`src/rtl/apb4_pkg.sv`:
```
// Shared APB4 constants: protection bits, default bus widths and timeout.
// Also holds the width helper for the saturating timeout counter.
package apb4_pkg;

    localparam int APB_ADDR_WIDTH = 32;
    localparam int APB_DATA_WIDTH = 32;
    localparam int APB_TIMEOUT    = 16;

    localparam logic [2:0] PPROT_PRIV   = 3'b001;
    localparam logic [2:0] PPROT_NONSEC = 3'b010;
    localparam logic [2:0] PPROT_INSTR  = 3'b100;

    // Bits needed to hold 0..limit; a disabled timeout still gets one bit.
    function automatic int cnt_width(input int limit);
        return (limit > 0) ? $clog2(limit + 1) : 1;
    endfunction

endpackage

```
`src/rtl/apb4_cmd_master_if.sv`:
```
// Command, response and APB4 initiator signals of the command master.
// master = the bridge itself, slave = the command source plus APB target side.
interface apb4_cmd_master_if
    import apb4_pkg::*;
#(
    parameter int ADDR_WIDTH = APB_ADDR_WIDTH,
    parameter int DATA_WIDTH = APB_DATA_WIDTH
);
    localparam int STRB_WIDTH = DATA_WIDTH / 8;

    logic                  cmd_valid_i;
    logic                  cmd_ready_o;
    logic                  cmd_write_i;
    logic [ADDR_WIDTH-1:0] cmd_addr_i;
    logic [DATA_WIDTH-1:0] cmd_wdata_i;
    logic [STRB_WIDTH-1:0] cmd_wstrb_i;
    logic [2:0]            cmd_prot_i;

    logic                  rsp_valid_o;
    logic                  rsp_ready_i;
    logic [DATA_WIDTH-1:0] rsp_rdata_o;
    logic                  rsp_err_o;

    logic [ADDR_WIDTH-1:0] paddr_o;
    logic [2:0]            pprot_o;
    logic                  psel_o;
    logic                  penable_o;
    logic                  pwrite_o;
    logic [DATA_WIDTH-1:0] pwdata_o;
    logic [STRB_WIDTH-1:0] pstrb_o;
    logic                  pready_i;
    logic [DATA_WIDTH-1:0] prdata_i;
    logic                  pslverr_i;

    modport master (
        input  cmd_valid_i, cmd_write_i, cmd_addr_i, cmd_wdata_i, cmd_wstrb_i, cmd_prot_i,
        output cmd_ready_o,
        output rsp_valid_o, rsp_rdata_o, rsp_err_o,
        input  rsp_ready_i,
        output paddr_o, pprot_o, psel_o, penable_o, pwrite_o, pwdata_o, pstrb_o,
        input  pready_i, prdata_i, pslverr_i
    );

    modport slave (
        output cmd_valid_i, cmd_write_i, cmd_addr_i, cmd_wdata_i, cmd_wstrb_i, cmd_prot_i,
        input  cmd_ready_o,
        input  rsp_valid_o, rsp_rdata_o, rsp_err_o,
        output rsp_ready_i,
        input  paddr_o, pprot_o, psel_o, penable_o, pwrite_o, pwdata_o, pstrb_o,
        output pready_i, prdata_i, pslverr_i
    );

endinterface

```
`src/rtl/apb4_timeout_cnt.sv`:
```
// Saturating wait-state counter; expired flags the cycle whose stall reaches TIMEOUT.
// Combinational expired, one-cycle counter update; TIMEOUT=0 never expires.
module apb4_timeout_cnt
    import apb4_pkg::*;
#(
    parameter int TIMEOUT = APB_TIMEOUT
) (
    input  logic clk_i,
    input  logic rst_i,
    input  logic clear,
    input  logic enable,
    output logic expired
);
    localparam int            CW    = cnt_width(TIMEOUT);
    localparam logic [CW-1:0] LIMIT = CW'(TIMEOUT);

    logic [CW-1:0] cnt_q, cnt_d;

    always_comb begin
        cnt_d = cnt_q;
        if (clear) begin
            cnt_d = '0;
        end else if (enable && (cnt_q != LIMIT)) begin
            cnt_d = cnt_q + 1'b1;
        end
    end

    always_ff @(posedge clk_i) begin
        if (rst_i) begin
            cnt_q <= '0;
        end else begin
            cnt_q <= cnt_d;
        end
    end

    assign expired = (TIMEOUT > 0) && enable && !clear && (cnt_d == LIMIT);

endmodule

```
`src/rtl/apb4_cmd_master.sv`:
```
// Turns single commands into APB4 transfers: 3 cycles to response with no waits.
// One transfer in flight; cmd_ready only in IDLE, response held until rsp_ready.
module apb4_cmd_master
    import apb4_pkg::*;
#(
    parameter int ADDR_WIDTH = APB_ADDR_WIDTH,
    parameter int DATA_WIDTH = APB_DATA_WIDTH,
    parameter int TIMEOUT    = APB_TIMEOUT
) (
    input logic               clk_i,
    input logic               rst_i,
    apb4_cmd_master_if.master bus
);
    localparam int STRB_WIDTH = DATA_WIDTH / 8;

    typedef enum logic [1:0] {IDLE, SETUP, ACCESS, RESP} state_e;

    state_e                state_q,     state_d;
    logic [ADDR_WIDTH-1:0] paddr_q,     paddr_d;
    logic [DATA_WIDTH-1:0] pwdata_q,    pwdata_d;
    logic [STRB_WIDTH-1:0] pstrb_q,     pstrb_d;
    logic [2:0]            pprot_q,     pprot_d;
    logic                  pwrite_q,    pwrite_d;
    logic [DATA_WIDTH-1:0] rsp_rdata_q, rsp_rdata_d;
    logic                  rsp_err_q,   rsp_err_d;

    logic cmd_ready;
    logic cmd_fire;
    logic to_expired;

    // Gated by reset so every output reads 0 while reset is held.
    assign cmd_ready = (state_q == IDLE) && !rst_i;
    assign cmd_fire  = bus.cmd_valid_i && cmd_ready;

    apb4_timeout_cnt #(.TIMEOUT(TIMEOUT)) u_timeout (
        .clk_i   (clk_i),
        .rst_i   (rst_i),
        .clear   (state_q == SETUP),
        .enable  ((state_q == ACCESS) && !bus.pready_i),
        .expired (to_expired)
    );

    always_comb begin
        state_d     = state_q;
        paddr_d     = paddr_q;
        pwdata_d    = pwdata_q;
        pstrb_d     = pstrb_q;
        pprot_d     = pprot_q;
        pwrite_d    = pwrite_q;
        rsp_rdata_d = rsp_rdata_q;
        rsp_err_d   = rsp_err_q;
        unique case (state_q)
            IDLE: begin
                if (cmd_fire) begin
                    state_d  = SETUP;
                    paddr_d  = bus.cmd_addr_i;
                    pwdata_d = bus.cmd_wdata_i;
                    pstrb_d  = bus.cmd_write_i ? bus.cmd_wstrb_i : '0;
                    pprot_d  = bus.cmd_prot_i;
                    pwrite_d = bus.cmd_write_i;
                end
            end
            SETUP: state_d = ACCESS;
            ACCESS: begin
                // A ready in the final allowed cycle beats the timeout.
                if (bus.pready_i) begin
                    state_d     = RESP;
                    rsp_rdata_d = pwrite_q ? '0 : bus.prdata_i;
                    rsp_err_d   = bus.pslverr_i;
                end else if (to_expired) begin
                    state_d     = RESP;
                    rsp_rdata_d = '0;
                    rsp_err_d   = 1'b1;
                end
            end
            RESP: begin
                if (bus.rsp_ready_i) begin
                    state_d = IDLE;
                end
            end
            default: state_d = IDLE;
        endcase
    end

    always_ff @(posedge clk_i) begin
        if (rst_i) begin
            state_q     <= IDLE;
            paddr_q     <= '0;
            pwdata_q    <= '0;
            pstrb_q     <= '0;
            pprot_q     <= '0;
            pwrite_q    <= 1'b0;
            rsp_rdata_q <= '0;
            rsp_err_q   <= 1'b0;
        end else begin
            state_q     <= state_d;
            paddr_q     <= paddr_d;
            pwdata_q    <= pwdata_d;
            pstrb_q     <= pstrb_d;
            pprot_q     <= pprot_d;
            pwrite_q    <= pwrite_d;
            rsp_rdata_q <= rsp_rdata_d;
            rsp_err_q   <= rsp_err_d;
        end
    end

    assign bus.cmd_ready_o = cmd_ready;
    assign bus.rsp_valid_o = (state_q == RESP);
    assign bus.rsp_rdata_o = rsp_rdata_q;
    assign bus.rsp_err_o   = rsp_err_q;
    assign bus.psel_o      = (state_q == SETUP) || (state_q == ACCESS);
    assign bus.penable_o   = (state_q == ACCESS);
    assign bus.paddr_o     = paddr_q;
    assign bus.pwdata_o    = pwdata_q;
    assign bus.pstrb_o     = pstrb_q;
    assign bus.pprot_o     = pprot_q;
    assign bus.pwrite_o    = pwrite_q;

endmodule

```
`src/flat_wrapper.sv`:
```
// flat-port wrapper written by rule: the top's interface ports become plain ports
module apb4_cmd_master_flat import apb4_pkg::*;
#(
    parameter int ADDR_WIDTH = APB_ADDR_WIDTH,
    parameter int DATA_WIDTH = APB_DATA_WIDTH,
    parameter int TIMEOUT    = APB_TIMEOUT
)
  (clk_i, rst_i, bus_cmd_valid_i, bus_cmd_write_i, bus_cmd_addr_i, bus_cmd_wdata_i, bus_cmd_wstrb_i, bus_cmd_prot_i, bus_cmd_ready_o, bus_rsp_valid_o, bus_rsp_rdata_o, bus_rsp_err_o, bus_rsp_ready_i, bus_paddr_o, bus_pprot_o, bus_psel_o, bus_penable_o, bus_pwrite_o, bus_pwdata_o, bus_pstrb_o, bus_pready_i, bus_prdata_i, bus_pslverr_i);
  apb4_cmd_master_if #(.ADDR_WIDTH(ADDR_WIDTH), .DATA_WIDTH(DATA_WIDTH)) bus_i ();
  input logic clk_i;
  input logic rst_i;
  input wire logic [$bits(bus_i.cmd_valid_i)-1:0] bus_cmd_valid_i;
  input wire logic [$bits(bus_i.cmd_write_i)-1:0] bus_cmd_write_i;
  input wire logic [$bits(bus_i.cmd_addr_i)-1:0] bus_cmd_addr_i;
  input wire logic [$bits(bus_i.cmd_wdata_i)-1:0] bus_cmd_wdata_i;
  input wire logic [$bits(bus_i.cmd_wstrb_i)-1:0] bus_cmd_wstrb_i;
  input wire logic [$bits(bus_i.cmd_prot_i)-1:0] bus_cmd_prot_i;
  output wire logic [$bits(bus_i.cmd_ready_o)-1:0] bus_cmd_ready_o;
  output wire logic [$bits(bus_i.rsp_valid_o)-1:0] bus_rsp_valid_o;
  output wire logic [$bits(bus_i.rsp_rdata_o)-1:0] bus_rsp_rdata_o;
  output wire logic [$bits(bus_i.rsp_err_o)-1:0] bus_rsp_err_o;
  input wire logic [$bits(bus_i.rsp_ready_i)-1:0] bus_rsp_ready_i;
  output wire logic [$bits(bus_i.paddr_o)-1:0] bus_paddr_o;
  output wire logic [$bits(bus_i.pprot_o)-1:0] bus_pprot_o;
  output wire logic [$bits(bus_i.psel_o)-1:0] bus_psel_o;
  output wire logic [$bits(bus_i.penable_o)-1:0] bus_penable_o;
  output wire logic [$bits(bus_i.pwrite_o)-1:0] bus_pwrite_o;
  output wire logic [$bits(bus_i.pwdata_o)-1:0] bus_pwdata_o;
  output wire logic [$bits(bus_i.pstrb_o)-1:0] bus_pstrb_o;
  input wire logic [$bits(bus_i.pready_i)-1:0] bus_pready_i;
  input wire logic [$bits(bus_i.prdata_i)-1:0] bus_prdata_i;
  input wire logic [$bits(bus_i.pslverr_i)-1:0] bus_pslverr_i;
  assign bus_i.cmd_valid_i = bus_cmd_valid_i;
  assign bus_i.cmd_write_i = bus_cmd_write_i;
  assign bus_i.cmd_addr_i = bus_cmd_addr_i;
  assign bus_i.cmd_wdata_i = bus_cmd_wdata_i;
  assign bus_i.cmd_wstrb_i = bus_cmd_wstrb_i;
  assign bus_i.cmd_prot_i = bus_cmd_prot_i;
  assign bus_cmd_ready_o = bus_i.cmd_ready_o;
  assign bus_rsp_valid_o = bus_i.rsp_valid_o;
  assign bus_rsp_rdata_o = bus_i.rsp_rdata_o;
  assign bus_rsp_err_o = bus_i.rsp_err_o;
  assign bus_i.rsp_ready_i = bus_rsp_ready_i;
  assign bus_paddr_o = bus_i.paddr_o;
  assign bus_pprot_o = bus_i.pprot_o;
  assign bus_psel_o = bus_i.psel_o;
  assign bus_penable_o = bus_i.penable_o;
  assign bus_pwrite_o = bus_i.pwrite_o;
  assign bus_pwdata_o = bus_i.pwdata_o;
  assign bus_pstrb_o = bus_i.pstrb_o;
  assign bus_i.pready_i = bus_pready_i;
  assign bus_i.prdata_i = bus_prdata_i;
  assign bus_i.pslverr_i = bus_pslverr_i;
  apb4_cmd_master #(.ADDR_WIDTH(ADDR_WIDTH), .DATA_WIDTH(DATA_WIDTH), .TIMEOUT(TIMEOUT)) u_core (.clk_i(clk_i), .rst_i(rst_i), .bus(bus_i));
endmodule
```
`config.mk`:
```
export PLATFORM = sky130hd
export DESIGN_NAME = apb4_cmd_master_flat
export DESIGN_NICKNAME = d
export VERILOG_FILES = /design/src/rtl/apb4_pkg.sv /design/src/rtl/apb4_cmd_master_if.sv /design/src/rtl/apb4_timeout_cnt.sv /design/src/rtl/apb4_cmd_master.sv /design/src/flat_wrapper.sv
export SDC_FILE = /design/constraint.sdc
export NUM_CORES = 1
export LEC_CHECK = 0
export BUFFER_PORTS_ARGS = -buffer_cell sky130_fd_sc_hd__buf_2
export CAP_MARGIN = 10
export CORE_ASPECT_RATIO = 0.5
export CORE_MARGIN = 8
export CORE_UTILIZATION = 45
export CTS_BUF_LIST = sky130_fd_sc_hd__clkbuf_4 sky130_fd_sc_hd__clkbuf_8 sky130_fd_sc_hd__clkbuf_16
export CTS_CLUSTER_SIZE = 28
export DETAILED_ROUTE_END_ITERATION = 10
export MAX_ROUTING_LAYER = met4
export PLACE_DENSITY_LB_ADDON = 0.25
export SLEW_MARGIN = 20
export SYNTH_ARGS = -nofsm -noshare
export SYNTH_HDL_FRONTEND = slang
export SYNTH_HIERARCHICAL = 1
export SYNTH_SLANG_ARGS = --single-unit
```
`constraint.sdc`:
```
create_clock -name clk_i -period 3 [get_ports clk_i]
set_input_delay 0.15 -clock clk_i [delete_from_list [all_inputs] [get_ports clk_i]]
set_output_delay 0.15 -clock clk_i [all_outputs]
set_load 0.03 [all_outputs]
```
==> results of run 1 <==
==> through the flow <==
step | area (um^2) | hold WS, ns | worst slack, ns | utilization (%) | std cells
after floorplan | 4340 | 0.227 | 0.394 | - | 520
after global placement | 5510 | 0.331 | 0.404 | 58.6 | 841
after detailed placement | 5510 | 0.337 | 0.162 | 58.6 | 841
after CTS | 6470 | 0.000215 | 0.139 | 68.7 | 921
after global routing | 6470 | 0.00389 | 0.0903 | 68.8 | 921
final | 6470 | 0.00811 | 0.416 | 68.8 | 921
==> cells in the final DEF, fill, tap and decap left out, types with 2 or more instances in the layout <==
cell / netlist / routed
sky130_fd_sc_hd__inv_6: 0 / 2
sky130_fd_sc_hd__dfxtp_1: 112 / 112
sky130_fd_sc_hd__a21oi_1: 39 / 39
sky130_fd_sc_hd__nand3b_1: 69 / 69
sky130_fd_sc_hd__nor2_1: 6 / 5
sky130_fd_sc_hd__nand4_1: 2 / 2
sky130_fd_sc_hd__dlygate4sd3_1: 0 / 64
sky130_fd_sc_hd__mux2i_1: 3 / 3
sky130_fd_sc_hd__buf_12: 0 / 3
sky130_fd_sc_hd__clkinvlp_4: 0 / 2
sky130_fd_sc_hd__buf_2: 18 / 218
sky130_fd_sc_hd__inv_1: 6 / 6
sky130_fd_sc_hd__nand2b_1: 4 / 4
sky130_fd_sc_hd__o21a_1: 2 / 2
sky130_fd_sc_hd__buf_4: 4 / 3
sky130_fd_sc_hd__nand2_1: 175 / 175
sky130_fd_sc_hd__clkbuf_16: 0 / 9
sky130_fd_sc_hd__nor3_1: 9 / 8
sky130_fd_sc_hd__xnor2_1: 2 / 2
sky130_fd_sc_hd__nand3_1: 36 / 36
sky130_fd_sc_hd__ha_1: 6 / 6
==> cells by family (layout without fill, tap and decap cells) <==
group	after synthesis	after routing	share of synthesized area, %
AND/OR/NAND/NOR	306	306	34.8
buffers and inverters	44	310	4.67
flip-flops	112	112	51.6
XOR/XNOR	3	3	0.605
adder cells (fa/ha/maj)	6	6	1.73
multiplexers	3	3	0.691
AO/OA/AOI/OAI	46	46	5.93
==> repair_timing <==
action | CTS | global route
hold buffers | 64 | 0
resized for setup | 0 | 2
endpoints found under the setup margin | 0 | 33
endpoints found under the hold margin | 64 | 0
==> report_power, final <==
group	switching [mW]	leakage (nW)	total (mW)	internal (mW)
Sequential	0.124	0.915	1.85	1.72
Combinational	1.09	2.13	1.61	0.518
Clock	0.564	0.148	1.25	0.683
Total	1.78	3.19	4.71	2.93
==> synth_stat cells <==
cell type | n | area, um^2
sky130_fd_sc_hd__a21boi_0 | 1 | 7.51
sky130_fd_sc_hd__a21oi_1 | 39 | 195
sky130_fd_sc_hd__a311oi_1 | 1 | 8.76
sky130_fd_sc_hd__and3b_1 | 2 | 17.5
sky130_fd_sc_hd__buf_2 | 18 | 90.1
sky130_fd_sc_hd__buf_4 | 4 | 30.0
sky130_fd_sc_hd__clkbuf_1 | 16 | 60.1
sky130_fd_sc_hd__dfxtp_1 | 112 | 2240
sky130_fd_sc_hd__ha_1 | 6 | 75.1
sky130_fd_sc_hd__inv_1 | 6 | 22.5
sky130_fd_sc_hd__mux2i_1 | 3 | 30.0
sky130_fd_sc_hd__nand2_1 | 175 | 657
sky130_fd_sc_hd__nand2b_1 | 4 | 25.0
sky130_fd_sc_hd__nand3_1 | 36 | 180
sky130_fd_sc_hd__nand3b_1 | 69 | 518
sky130_fd_sc_hd__nand3b_4 | 1 | 20.0
sky130_fd_sc_hd__nand4_1 | 2 | 12.5
sky130_fd_sc_hd__nor2_1 | 6 | 22.5
sky130_fd_sc_hd__nor2b_1 | 2 | 12.5
sky130_fd_sc_hd__nor3_1 | 9 | 45.0
sky130_fd_sc_hd__o21a_1 | 2 | 15.0
sky130_fd_sc_hd__o21ai_1 | 1 | 5.00
sky130_fd_sc_hd__o21ai_4 | 1 | 16.3
sky130_fd_sc_hd__o311a_1 | 1 | 10.0
sky130_fd_sc_hd__xnor2_1 | 2 | 17.5
sky130_fd_sc_hd__xor2_1 | 1 | 8.76
==> state kept, by name, indices dropped and copies added (netlist names) <==
signal / cells
u_core/state_q: 2
u_core/bus.pwdata_o: 32
u_core/bus.rsp_rdata_o: 32
u_core/bus.pwrite_o: 1
u_core/u_timeout/cnt_q: 5
u_core/bus.rsp_err_o: 1
u_core/bus.pprot_o: 3
u_core/bus.paddr_o: 32
u_core/bus.pstrb_o: 4
==> routing by layer <==
layer | wire, um | vias up
met2 | 6820 | 177
met3 | 1110 | 25
met1 | 5630 | 2011
met4 | 280 | 0
met5 | 0 | -
li1 | - | 2230
==> critical path, delay by kind of cell, from the launching register on <==
kind,cells,cell delay (ns)
AND/OR/NAND/NOR,5,1.06
adder cells (fa/ha/maj),1,0.26
flip-flops,1,0.34
AO/OA/AOI/OAI,3,0.46
buffers and inverters,3,0.36
==> how the worst max path moves through the flow <==
stage,startpoint,to,cells after the start
after floorplan,u_core/state_q[0]$_SDFFE_PP0P_,u_core/bus.rsp_rdata_o[22]$_SDFFE_PP0P_,12
after global placement,u_core/state_q[0]$_SDFFE_PP0P_,u_core/bus.rsp_rdata_o[25]$_SDFFE_PP0P_,12
after detailed placement,u_core/state_q[0]$_SDFFE_PP0P_,u_core/bus.rsp_rdata_o[6]$_SDFFE_PP0P_,12
after CTS,u_core/state_q[0]$_SDFFE_PP0P_,u_core/bus.rsp_rdata_o[6]$_SDFFE_PP0P_,12
after global routing,u_core/state_q[0]$_SDFFE_PP0P_,u_core/bus.rsp_rdata_o[30]$_SDFFE_PP0P_,12
final,u_core/state_q[0]$_SDFFE_PP0P_,u_core/bus.rsp_rdata_o[6]$_SDFFE_PP0P_,12
==> area by class of cell <==
type	count	share of cell area (%)
Sequential cell	112	34.6
Multi-Input combinational cell	364	29.6
Timing Repair Buffer	288	28.0
Clock buffer	10	3.69
Tap cell	135	2.61
Clock inverter	6	1.14
Inverter	6	0.348
==> flow_summary.rst, run 1 <==
.. list-table::
   :header-rows: 1

   * - Metric
     - Value
   * - Final period demand of the worst path
     - 2.58 ns
   * - Overall Global Routing Usage
     - between 20% and 30%
   * - Filler cell count
     - 757
   * - Number of diodes added for antenna fixing
     - 0
   * - Die outline width
     - 155 um
   * - Hold Path End
     - u_core/bus.paddr_o[21]$_SDFFE_PP0P_
   * - Crit share post-route
     - a little under nine tenths
   * - Cells after Synth
     - 520
   * - Post-CTS repair timing setup buffer count
     - 0
   * - Detail Route Antenna Nets
     - 0
   * - Max-capacitance violation count
     - 0
   * - Cell Rows
     - 25
   * - Seq. cell area
     - 2240 um^2
   * - Largest incremental delay on the critical path
     - between 0.3 and 0.4 ns
   * - Class of the worst hold path
     - primary input to flop
   * - Via count of the first global-routing pass
     - 4,446
   * - Total DRC errors in the routed layout
     - 0
   * - Area grow syn2layout
     - 49.0%
   * - Data arrival, critical path
     - 2.84 ns
   * - Area used by multi-input combinational logic
     - 1910 um^2
   * - Detailed-placement wirelength estimate
     - 8740 um
   * - Starting utilization of the core area
     - 46.1%
   * - Power per unit of standard cell area
     - 727 nW/um^2
   * - Fmax achieved
     - between 300 and 400 MHz
   * - Outcome
     - completed
   * - Number of flip-flops and latches in the synthesized netlist
     - roughly 110
   * - Critical path endpoint category
     - flop
   * - Least-Margin Pin Slew
     - between 0.9 and 1 ns
   * - Sequential element share of the synthesized area
     - about half
   * - Cell with the largest stage delay on the worst path
     - sky130_fd_sc_hd__dfxtp_1
   * - I/O pin count
     - 219
   * - Normalized max-slew margin
     - 33.6%
   * - TritonRoute pass-1 iters
     - 4
   * - Clock root buffer master
     - sky130_fd_sc_hd__clkbuf_16
   * - Fraction of met2 tracks used by global routing
     - between 30% and 40%
   * - Final global-route overflow total
     - 0
   * - Number of buffers created by CTS
     - 9
   * - Clock tree from TritonCTS
     - yes
   * - Number of DRC markers after the initial detailed-route iteration
     - 221
   * - First-pass GRT wire length
     - between 20,000 and 25,000 um
   * - Clk buf depth
     - 2
   * - Critical path's most frequent cell
     - sky130_fd_sc_hd__inv_1
   * - Fraction of layout cells with a size suffix above 1
     - around a third
   * - Clock transition time at the flip-flop clock pins of the worst setup and hold paths
     - 0.08 ns
   * - Worst VDD drop
     - between 0.3 and 0.4 mV
   * - Final setup violating endpoints
     - 0
   * - Total nets after synthesis
     - 636
   * - Depth of the worst register-to-register path
     - 12
   * - CTS Sinks
     - 112
   * - H-tree levels
     - 3
   * - Max-slew violation count
     - 0
   * - Startpoint of the most critical hold path
     - bus_cmd_addr_i[21]
   * - Drt via density
     - 4.82
   * - Peak-usage layer in the global routing report
     - met2
   * - Reg-to-reg endpoint
     - u_core/bus.rsp_rdata_o[6]$_SDFFE_PP0P_
   * - TNS Setup
     - 0 ns
   * - Wire length reported by the detailed router
     - roughly 14,000 um
   * - GR Layer Usage met1
     - 23.0%
   * - Crit start category
     - flop
   * - Cell breakdown of the critical path
     - inv_1 -> ha_1 -> inv_1 -> nor2_2 -> nand4_1 -> nor3_1 -> a311oi_1 -> nor3_2 -> o21a_1 -> buf_12 -> nand3_1 -> a21oi_1
   * - Skew final
     - 0.00851 ns
   * - Number of port buffers
     - 218
   * - Leakage power summed over all cells
     - 3.19 nW
   * - Launch instance of the worst register-to-register path
     - u_core/state_q[0]$_SDFFE_PP0P_
   * - Antenna violations before repair
     - 0
   * - Largest net degree at the start of global routing
     - approximately 120
   * - Clock insertion delay at the later pin of the skew report
     - 0.34 ns
   * - Final-stage net count
     - 897
   * - Routability congestion estimate
     - 0.758
   * - Routed wirelength normalized by instance count
     - 15.0 um
   * - Post-synthesis area per instance
     - 8.35 um^2
   * - Total design power
     - 4.71 mW
   * - Routed vias
     - around 4,400
   * - Unrepaired setup endpoints after global routing
     - no
   * - Worst hold stages
     - 3
   * - Critical path class
     - flop to flop
   * - Count of cell types in the netlist
     - 26
   * - Met3 Resource Use GR
     - 5.58%
   * - Die extent in y
     - about 85 um
   * - Required time of the worst setup path
     - approximately 3.3 ns
   * - FF-to-FF setup slack
     - 0.42 ns
   * - Die area
     - 13,200 um^2
   * - Crit path max fanout
     - 33
   * - Fin. Hold Viols
     - 0
   * - Core area
     - 9420 um^2
   * - Yosys warning total
     - 6
   * - Post-synthesis cell area
     - 4340 um^2
No activity file was read; power rests on OpenSTA's default activity.
==> inputs of run 2 (changes only) <==
Settings changed: CORE_ASPECT_RATIO 0.5 to 0.9.
==> run 2 against run 1 <==
Effect of this change: via count grew 5.0%; maximum frequency shrank 4.2%; global-route usage grew 1.2 points; highest routed layer unchanged.
==> flow_summary.rst, run 2 (same netlist as run 1, synthesis figures left out) <==
.. list-table::
   :header-rows: 1

   * - Metric
     - Value
   * - Via count of the first global-routing pass
     - 4,736
   * - Startpoint of the most critical hold path
     - bus_prdata_i[1]
   * - Cell breakdown of the critical path
     - inv_1 -> ha_1 -> inv_1 -> nor2_2 -> nand4_1 -> nor3_1 -> a311oi_1 -> nor3_2 -> o21a_1 -> buf_6 -> nand3_1 -> a21oi_1
   * - Detail Route Antenna Nets
     - 0
   * - Fraction of met2 tracks used by global routing
     - between 30% and 40%
   * - TNS Setup
     - 0 ns
   * - Die extent in y
     - 109 um
   * - Combinational fraction of design power
     - 36.3%
   * - FF-to-FF setup slack
     - about 0.30 ns
   * - Core area
     - 9530 um^2
   * - Launch point of the critical path
     - u_core/state_q[0]$_SDFFE_PP0P_
   * - Fin. Hold Viols
     - 0
   * - Number of port buffers
     - around 220
   * - Area grow syn2layout
     - 47.0%
   * - Number of DRC markers after the initial detailed-route iteration
     - 410
   * - Clk network pwr share
     - 21.5%
   * - H-tree levels
     - 3
   * - Crit path max fanout
     - 33
   * - Die area
     - about 13,000 um^2
   * - Skew final
     - roughly 0.015 ns
   * - Leakage power summed over all cells
     - 3.17 nW
   * - Internal cell power
     - 2.65 mW
   * - Starting utilization of the core area
     - 45.6%
   * - Top library cells by usage in the layout, fill and taps aside
     - sky130_fd_sc_hd__buf_2, sky130_fd_sc_hd__nand2_1, sky130_fd_sc_hd__dfxtp_1, sky130_fd_sc_hd__nand3b_1, sky130_fd_sc_hd__dlygate4sd3_1
   * - Number of buffers created by CTS
     - 9
   * - Area used by multi-input combinational logic
     - 1910 um^2
   * - Data arrival, critical path
     - 2.99 ns
   * - Clk buf depth
     - 2
   * - Final-stage net count
     - between 900 and 1,000
   * - Sw Pwr
     - around 1.7 mW
   * - Worst hold stages
     - 3
   * - Total design power
     - around 4.4 mW
   * - Unrepaired setup endpoints after global routing
     - no
   * - Reg-to-reg endpoint
     - u_core/bus.rsp_rdata_o[18]$_SDFFE_PP0P_
   * - Drt via density
     - 5.08
   * - Largest incremental delay on the critical path
     - 0.35 ns
   * - Sw Ratio
     - 39.7%
   * - Cell Rows
     - 34
   * - Total DRC errors in the routed layout
     - 0
   * - Clock root buffer master
     - sky130_fd_sc_hd__clkbuf_8
   * - Kind of cell adding the most delay to the critical path
     - simple AND/OR/NAND/NOR gates
   * - Critical path endpoint category
     - flop
   * - Detailed-placement wirelength estimate
     - 9420 um
   * - Depth of the worst register-to-register path
     - 12
   * - Clock transition time at the flip-flop clock pins of the worst setup and hold paths
     - 0.10 ns
   * - Max-capacitance violation count
     - 0
   * - Met3 Resource Use GR
     - 7.92%
   * - Clock tree from TritonCTS
     - yes
   * - Largest net degree at the start of global routing
     - 83
   * - Wire length reported by the detailed router
     - 14,600 um
   * - Required time of the worst setup path
     - roughly 3.3 ns
   * - Number of buffers and inverters on the critical path
     - 3
   * - First-pass GRT wire length
     - between 20,000 and 25,000 um
   * - Clock insertion delay at the later pin of the skew report
     - 0.37 ns
   * - Hold Path End
     - u_core/bus.rsp_rdata_o[1]$_SDFFE_PP0P_
   * - Crit share post-route
     - ~90%
   * - Routed vias
     - about 4,700
   * - GR Layer Usage met1
     - 24.2%
   * - Least-Margin Pin Slew
     - about 0.75 ns
   * - Leading cell type in the layout, fill and taps excluded
     - sky130_fd_sc_hd__buf_2
   * - Filler cell count
     - 746
   * - Worst VDD drop
     - between 0.3 and 0.4 mV
   * - Antenna violations before repair
     - 0
   * - Routability congestion estimate
     - ~0.82
   * - End-of-flow core utilization
     - 67.0%
   * - Cell with the largest stage delay on the worst path
     - sky130_fd_sc_hd__dfxtp_1
   * - Peak-usage layer in the global routing report
     - met2
   * - Fraction of layout cells with a size suffix above 1
     - 31.4%
   * - Power per unit of standard cell area
     - 687 nW/um^2
   * - TritonRoute pass-1 iters
     - 5
   * - Final setup violating endpoints
     - 0
   * - Launch instance of the worst register-to-register path
     - u_core/state_q[0]$_SDFFE_PP0P_
   * - Outcome
     - completed
   * - Die outline width
     - roughly 120 um
   * - Class of the worst hold path
     - primary input to flop
   * - CTS Sinks
     - about 110
   * - Seq. cell area
     - 2240 um^2
   * - Max-slew violation count
     - 0
   * - I/O pin count
     - roughly 220
   * - Critical path class
     - flop to flop
   * - Final global-route overflow total
     - 0
   * - Sequential power share
     - 42.2%
   * - Critical path's most frequent cell
     - sky130_fd_sc_hd__inv_1
   * - Final period demand of the worst path
     - 2.70 ns
   * - Crit start category
     - flop
   * - Overall Global Routing Usage
     - 21.9%
   * - Routed wirelength normalized by instance count
     - 15.9 um
   * - Fmax achieved
     - 371 MHz
   * - Normalized max-slew margin
     - about half
==> run 2: cell types whose count changed in the layout (fill, tap and decap cells not counted), sizes merged <==
cell / before / now
buf: 224 / 226
clkinv: 0 / 2
clkinvlp: 2 / 0
diode: 0 / 1
dlygate4sd3: 64 / 68
==> run 2: cell type report <==
class                      count  area share [%]
tap                          126            2.47
clock buffer                  10            2.16
inverter                       6           0.353
antenna                        1          0.0392
clock inverter                 6            1.14
timing repair buffer         294            28.7
sequential                   112            35.1
multi-input combinational    364            30.0
==> run 2: metrics by stage <==
stage / cell area (um^2) / worst slack (ns) / hold WS (ns) / instances
after floorplan: 4340 / 0.394 / 0.227 / 520
after global placement: 5470 / 0.336 / 0.332 / 833
after detailed placement: 5470 / 0.0916 / 0.336 / 833
after CTS: 6350 / 0.0490 / 0.00840 / 916
after global routing: 6380 / 0.0131 / 0.0128 / 918
final: 6380 / 0.302 / 0.0345 / 919
==> run 2: routing by layer <==
metal,wire length (um),up-vias,part of all wire [%]
li1,-,2236,-
met1,5830,2156,40
met2,7040,240,48
met3,1400,34,9.6
met4,325,0,2.2
met5,0,-,0
==> run 2: worst max-delay path by stage <==
stage / cells past startpoint / to / slack, ns
after detailed placement: 12 / u_core/bus.rsp_rdata_o[30]$_SDFFE_PP0P_ / 0.09
after floorplan: 12 / u_core/bus.rsp_rdata_o[22]$_SDFFE_PP0P_ / 0.39
after CTS: 12 / u_core/bus.rsp_rdata_o[19]$_SDFFE_PP0P_ / 0.05
after global routing: 12 / u_core/bus.rsp_rdata_o[27]$_SDFFE_PP0P_ / 0.01
final: 12 / u_core/bus.rsp_rdata_o[18]$_SDFFE_PP0P_ / 0.30
after global placement: 12 / u_core/bus.rsp_rdata_o[25]$_SDFFE_PP0P_ / 0.34
==> run 2: worst register-to-register path, delay by kind of cell, from the launching register on <==
family | cells | cell delay, ns
buffers and inverters | 3 | 0.43
AND/OR/NAND/NOR | 5 | 1.19
AO/OA/AOI/OAI | 3 | 0.40
flip-flops | 1 | 0.35
adder cells (fa/ha/maj) | 1 | 0.26
==> run 2: power by group through the flow <==
stage | clock (mW) | sequential [mW] | combinational (mW)
final | 0.942 | 1.85 | 1.59
after global routing | 1.03 | 1.88 | 1.71
after CTS | 0.971 | 1.85 | 1.58
after detailed placement | 0 | 1.88 | 1.51
after global placement | 0 | 1.87 | 1.48
after floorplan | 0 | 2.30 | 0.622
==> run 2: repair_timing <==
action / 4_1_cts / 5_1_grt
setup buffers: 0 / 1
hold buffers: 67 / 1
endpoints found under the hold margin: 67 / 1
resized for setup: 0 / 3
setup endpoints to repair: 0 / 33
==> inputs of run 3 (changes only) <==
Settings changed: CORE_UTILIZATION 45 to 23.
==> run 3 against run 2 <==
Effect of this change: count of clock-buffer cells in the layout unchanged; critical path depth unchanged; die area rose by 80%; critical endpoint is now u_core/bus.rsp_rdata_o[20]$_SDFFE_PP0P_; largest cell class unchanged.
==> flow_summary.rst, run 3 (same netlist as run 1, synthesis figures left out) <==
.. list-table::
   :header-rows: 1

   * - Metric
     - Value
   * - Required time of the worst setup path
     - 3.28 ns
   * - Final setup violating endpoints
     - 0
   * - Worst slack at placement
     - 0.264 ns
   * - Clock transition time at the flip-flop clock pins of the worst setup and hold paths
     - about 0.070 ns
   * - Final period demand of the worst path
     - between 2 and 3 ns
   * - Skew final
     - 0.00856 ns
   * - Worst VDD drop
     - 0.271 mV
   * - Core area
     - 18,500 um^2
   * - Cell Rows
     - 47
   * - Max-slew violation count
     - 0
   * - Class of the worst hold path
     - primary input to flop
   * - First-pass GRT wire length
     - 23,700 um
   * - Total design power
     - 4.61 mW
   * - Max-capacitance violation count
     - 0
   * - Total DRC errors in the routed layout
     - 0
   * - Largest net degree at the start of global routing
     - 72
   * - Number of buffers created by CTS
     - 9
   * - Normalized max-slew margin
     - 53.7%
   * - Setup slack of the critical path after layout
     - 0.340 ns
   * - Clk buf depth
     - 2
   * - TNS Setup
     - 0 ns
   * - Routed vias
     - 4,406
   * - CTS Sinks
     - ~110
   * - Cell with the largest stage delay on the worst path
     - sky130_fd_sc_hd__nor3_1
   * - Drt via density
     - 4.25
   * - Die area
     - 23,500 um^2
   * - Post-CTS repair timing setup buffer count
     - 0
   * - Cell breakdown of the critical path
     - inv_1 -> ha_1 -> inv_1 -> nor2_2 -> nand4_1 -> nor3_1 -> a311oi_1 -> nor3_1 -> o21a_1 -> buf_12 -> nand3_1 -> a21oi_1
   * - Die extent in y
     - between 100 and 150 um
   * - Number of diodes added for antenna fixing
     - 0
   * - Routed wirelength normalized by instance count
     - ~14 um
   * - Fraction of layout cells with a size suffix above 1
     - 31.4%
   * - Clock root buffer master
     - sky130_fd_sc_hd__clkbuf_16
   * - Detailed-placement wirelength estimate
     - between 9000 and 10,000 um
   * - Overall Global Routing Usage
     - between 10% and 20%
   * - Via count of the first global-routing pass
     - 4,552
   * - Fin. Hold Viols
     - 0
   * - Number of port buffers
     - 218
   * - Die outline width
     - 161 um
   * - Clock tree from TritonCTS
     - yes
   * - Worst hold stages
     - 3
   * - Least-Margin Pin Slew
     - 0.694 ns
   * - Antenna violations before repair
     - 0
   * - Number of DRC markers after the initial detailed-route iteration
     - 163
   * - End-of-flow core utilization
     - 35.8%
   * - Critical path class
     - flop to flop
   * - Final global-route overflow total
     - 0
   * - Starting utilization of the core area
     - a little under a quarter
   * - Depth of the worst register-to-register path
     - 12
   * - Detail Route Antenna Nets
     - 0
   * - Final-stage net count
     - 902
   * - I/O pin count
     - 219
   * - Unrepaired setup endpoints after global routing
     - no
   * - Leakage power summed over all cells
     - 3.20 nW
   * - Clock insertion delay at the later pin of the skew report
     - 0.35 ns
   * - Outcome
     - completed
   * - Crit path max fanout
     - 33
   * - Fmax achieved
     - 376 MHz
   * - Data arrival, critical path
     - around 3 ns
   * - Leading cell type in the layout, fill and taps excluded
     - sky130_fd_sc_hd__buf_2
   * - Routability congestion estimate
     - about 0.8
   * - Power per unit of standard cell area
     - 698 nW/um^2
   * - Wire length reported by the detailed router
     - approximately 15,000 um
   * - H-tree levels
     - 3
   * - Critical path endpoint category
     - flop
   * - Crit start category
     - flop
   * - TritonRoute pass-1 iters
     - 4
   * - Top library cells by usage in the layout, fill and taps aside
     - sky130_fd_sc_hd__buf_2, sky130_fd_sc_hd__nand2_1, sky130_fd_sc_hd__dfxtp_1, sky130_fd_sc_hd__nand3b_1, sky130_fd_sc_hd__dlygate4sd3_1
   * - Largest incremental delay on the critical path
     - 0.35 ns
   * - Crit share post-route
     - 88.7%
   * - Area grow syn2layout
     - 52.0%
## run 3: worst paths after layout
| kind | startpoint | slack, ns | endpoint |
|---|---|---|---|
| setup / recovery | u_core/state_q[0]$_SDFFE_PP0P_ | 0.34 | u_core/bus.rsp_rdata_o[20]$_SDFFE_PP0P_ |
| hold / removal | bus_prdata_i[9] | 0.05 | u_core/bus.rsp_rdata_o[9]$_SDFFE_PP0P_ |
| setup reg to reg | u_core/state_q[0]$_SDFFE_PP0P_ | 0.34 | u_core/bus.rsp_rdata_o[20]$_SDFFE_PP0P_ |
| hold reg to reg | u_core/bus.rsp_rdata_o[28]$_SDFFE_PP0P_ | 0.45 | u_core/bus.rsp_rdata_o[28]$_SDFFE_PP0P_ |
## run 3: worst max-delay path: cells and delay by family, from the launching register on
kind            cells  cell delay [ns]
compound gates      3             0.43
flops               1             0.34
simple gates        5             1.15
fa+ha+maj           1             0.26
buf+inv             3             0.38
## run 3: stage by stage
| stage | cells | instance area, um^2 | hold slack (ns) |
|---|---|---|---|
| 6_report | 1036 | 6600 | 0.0458 |
| 5_1_grt | 1036 | 6600 | 0.0420 |
| 4_1_cts | 1036 | 6600 | 0.0297 |
| 3_5_place_dp | 953 | 5650 | 0.338 |
| 3_3_place_gp | 953 | 5650 | 0.336 |
| 2_1_floorplan | 520 | 4340 | 0.227 |
## run 3: cell type report
class / instances / area (um^2)
clock buffers: 10 / 233
clock inverters: 6 / 43.8
fillers: 1932 / 11900
inverters: 6 / 22.5
multi-input cells: 364 / 1910
flip-flops and latches: 112 / 2240
well taps: 245 / 307
repair buffers: 293 / 1850
## run 3: repair_timing
| item | 4_1_cts | 5_1_grt |
|---|---|---|
| hold buffers | 67 | 0 |
| endpoints found under the hold margin | 67 | 0 |
| endpoints found under the setup margin | 0 | 33 |
| resized for setup | 0 | 1 |
## run 3: power breakdown
group | switching, mW | internal, mW
logic | 1.10 | 0.515
registers | 0.120 | 1.72
clock network | 0.576 | 0.579
total | 1.79 | 2.82
## run 3: metal layers
layer | share of wire (%) | vias up | GRT usage, %
met5 | 0 | - | -
met4 | 1.8 | 0 | 3.84
met3 | 7.7 | 20 | 4.47
met2 | 44 | 172 | 18.8
met1 | 47 | 1977 | 15.6
li1 | - | 2237 | -
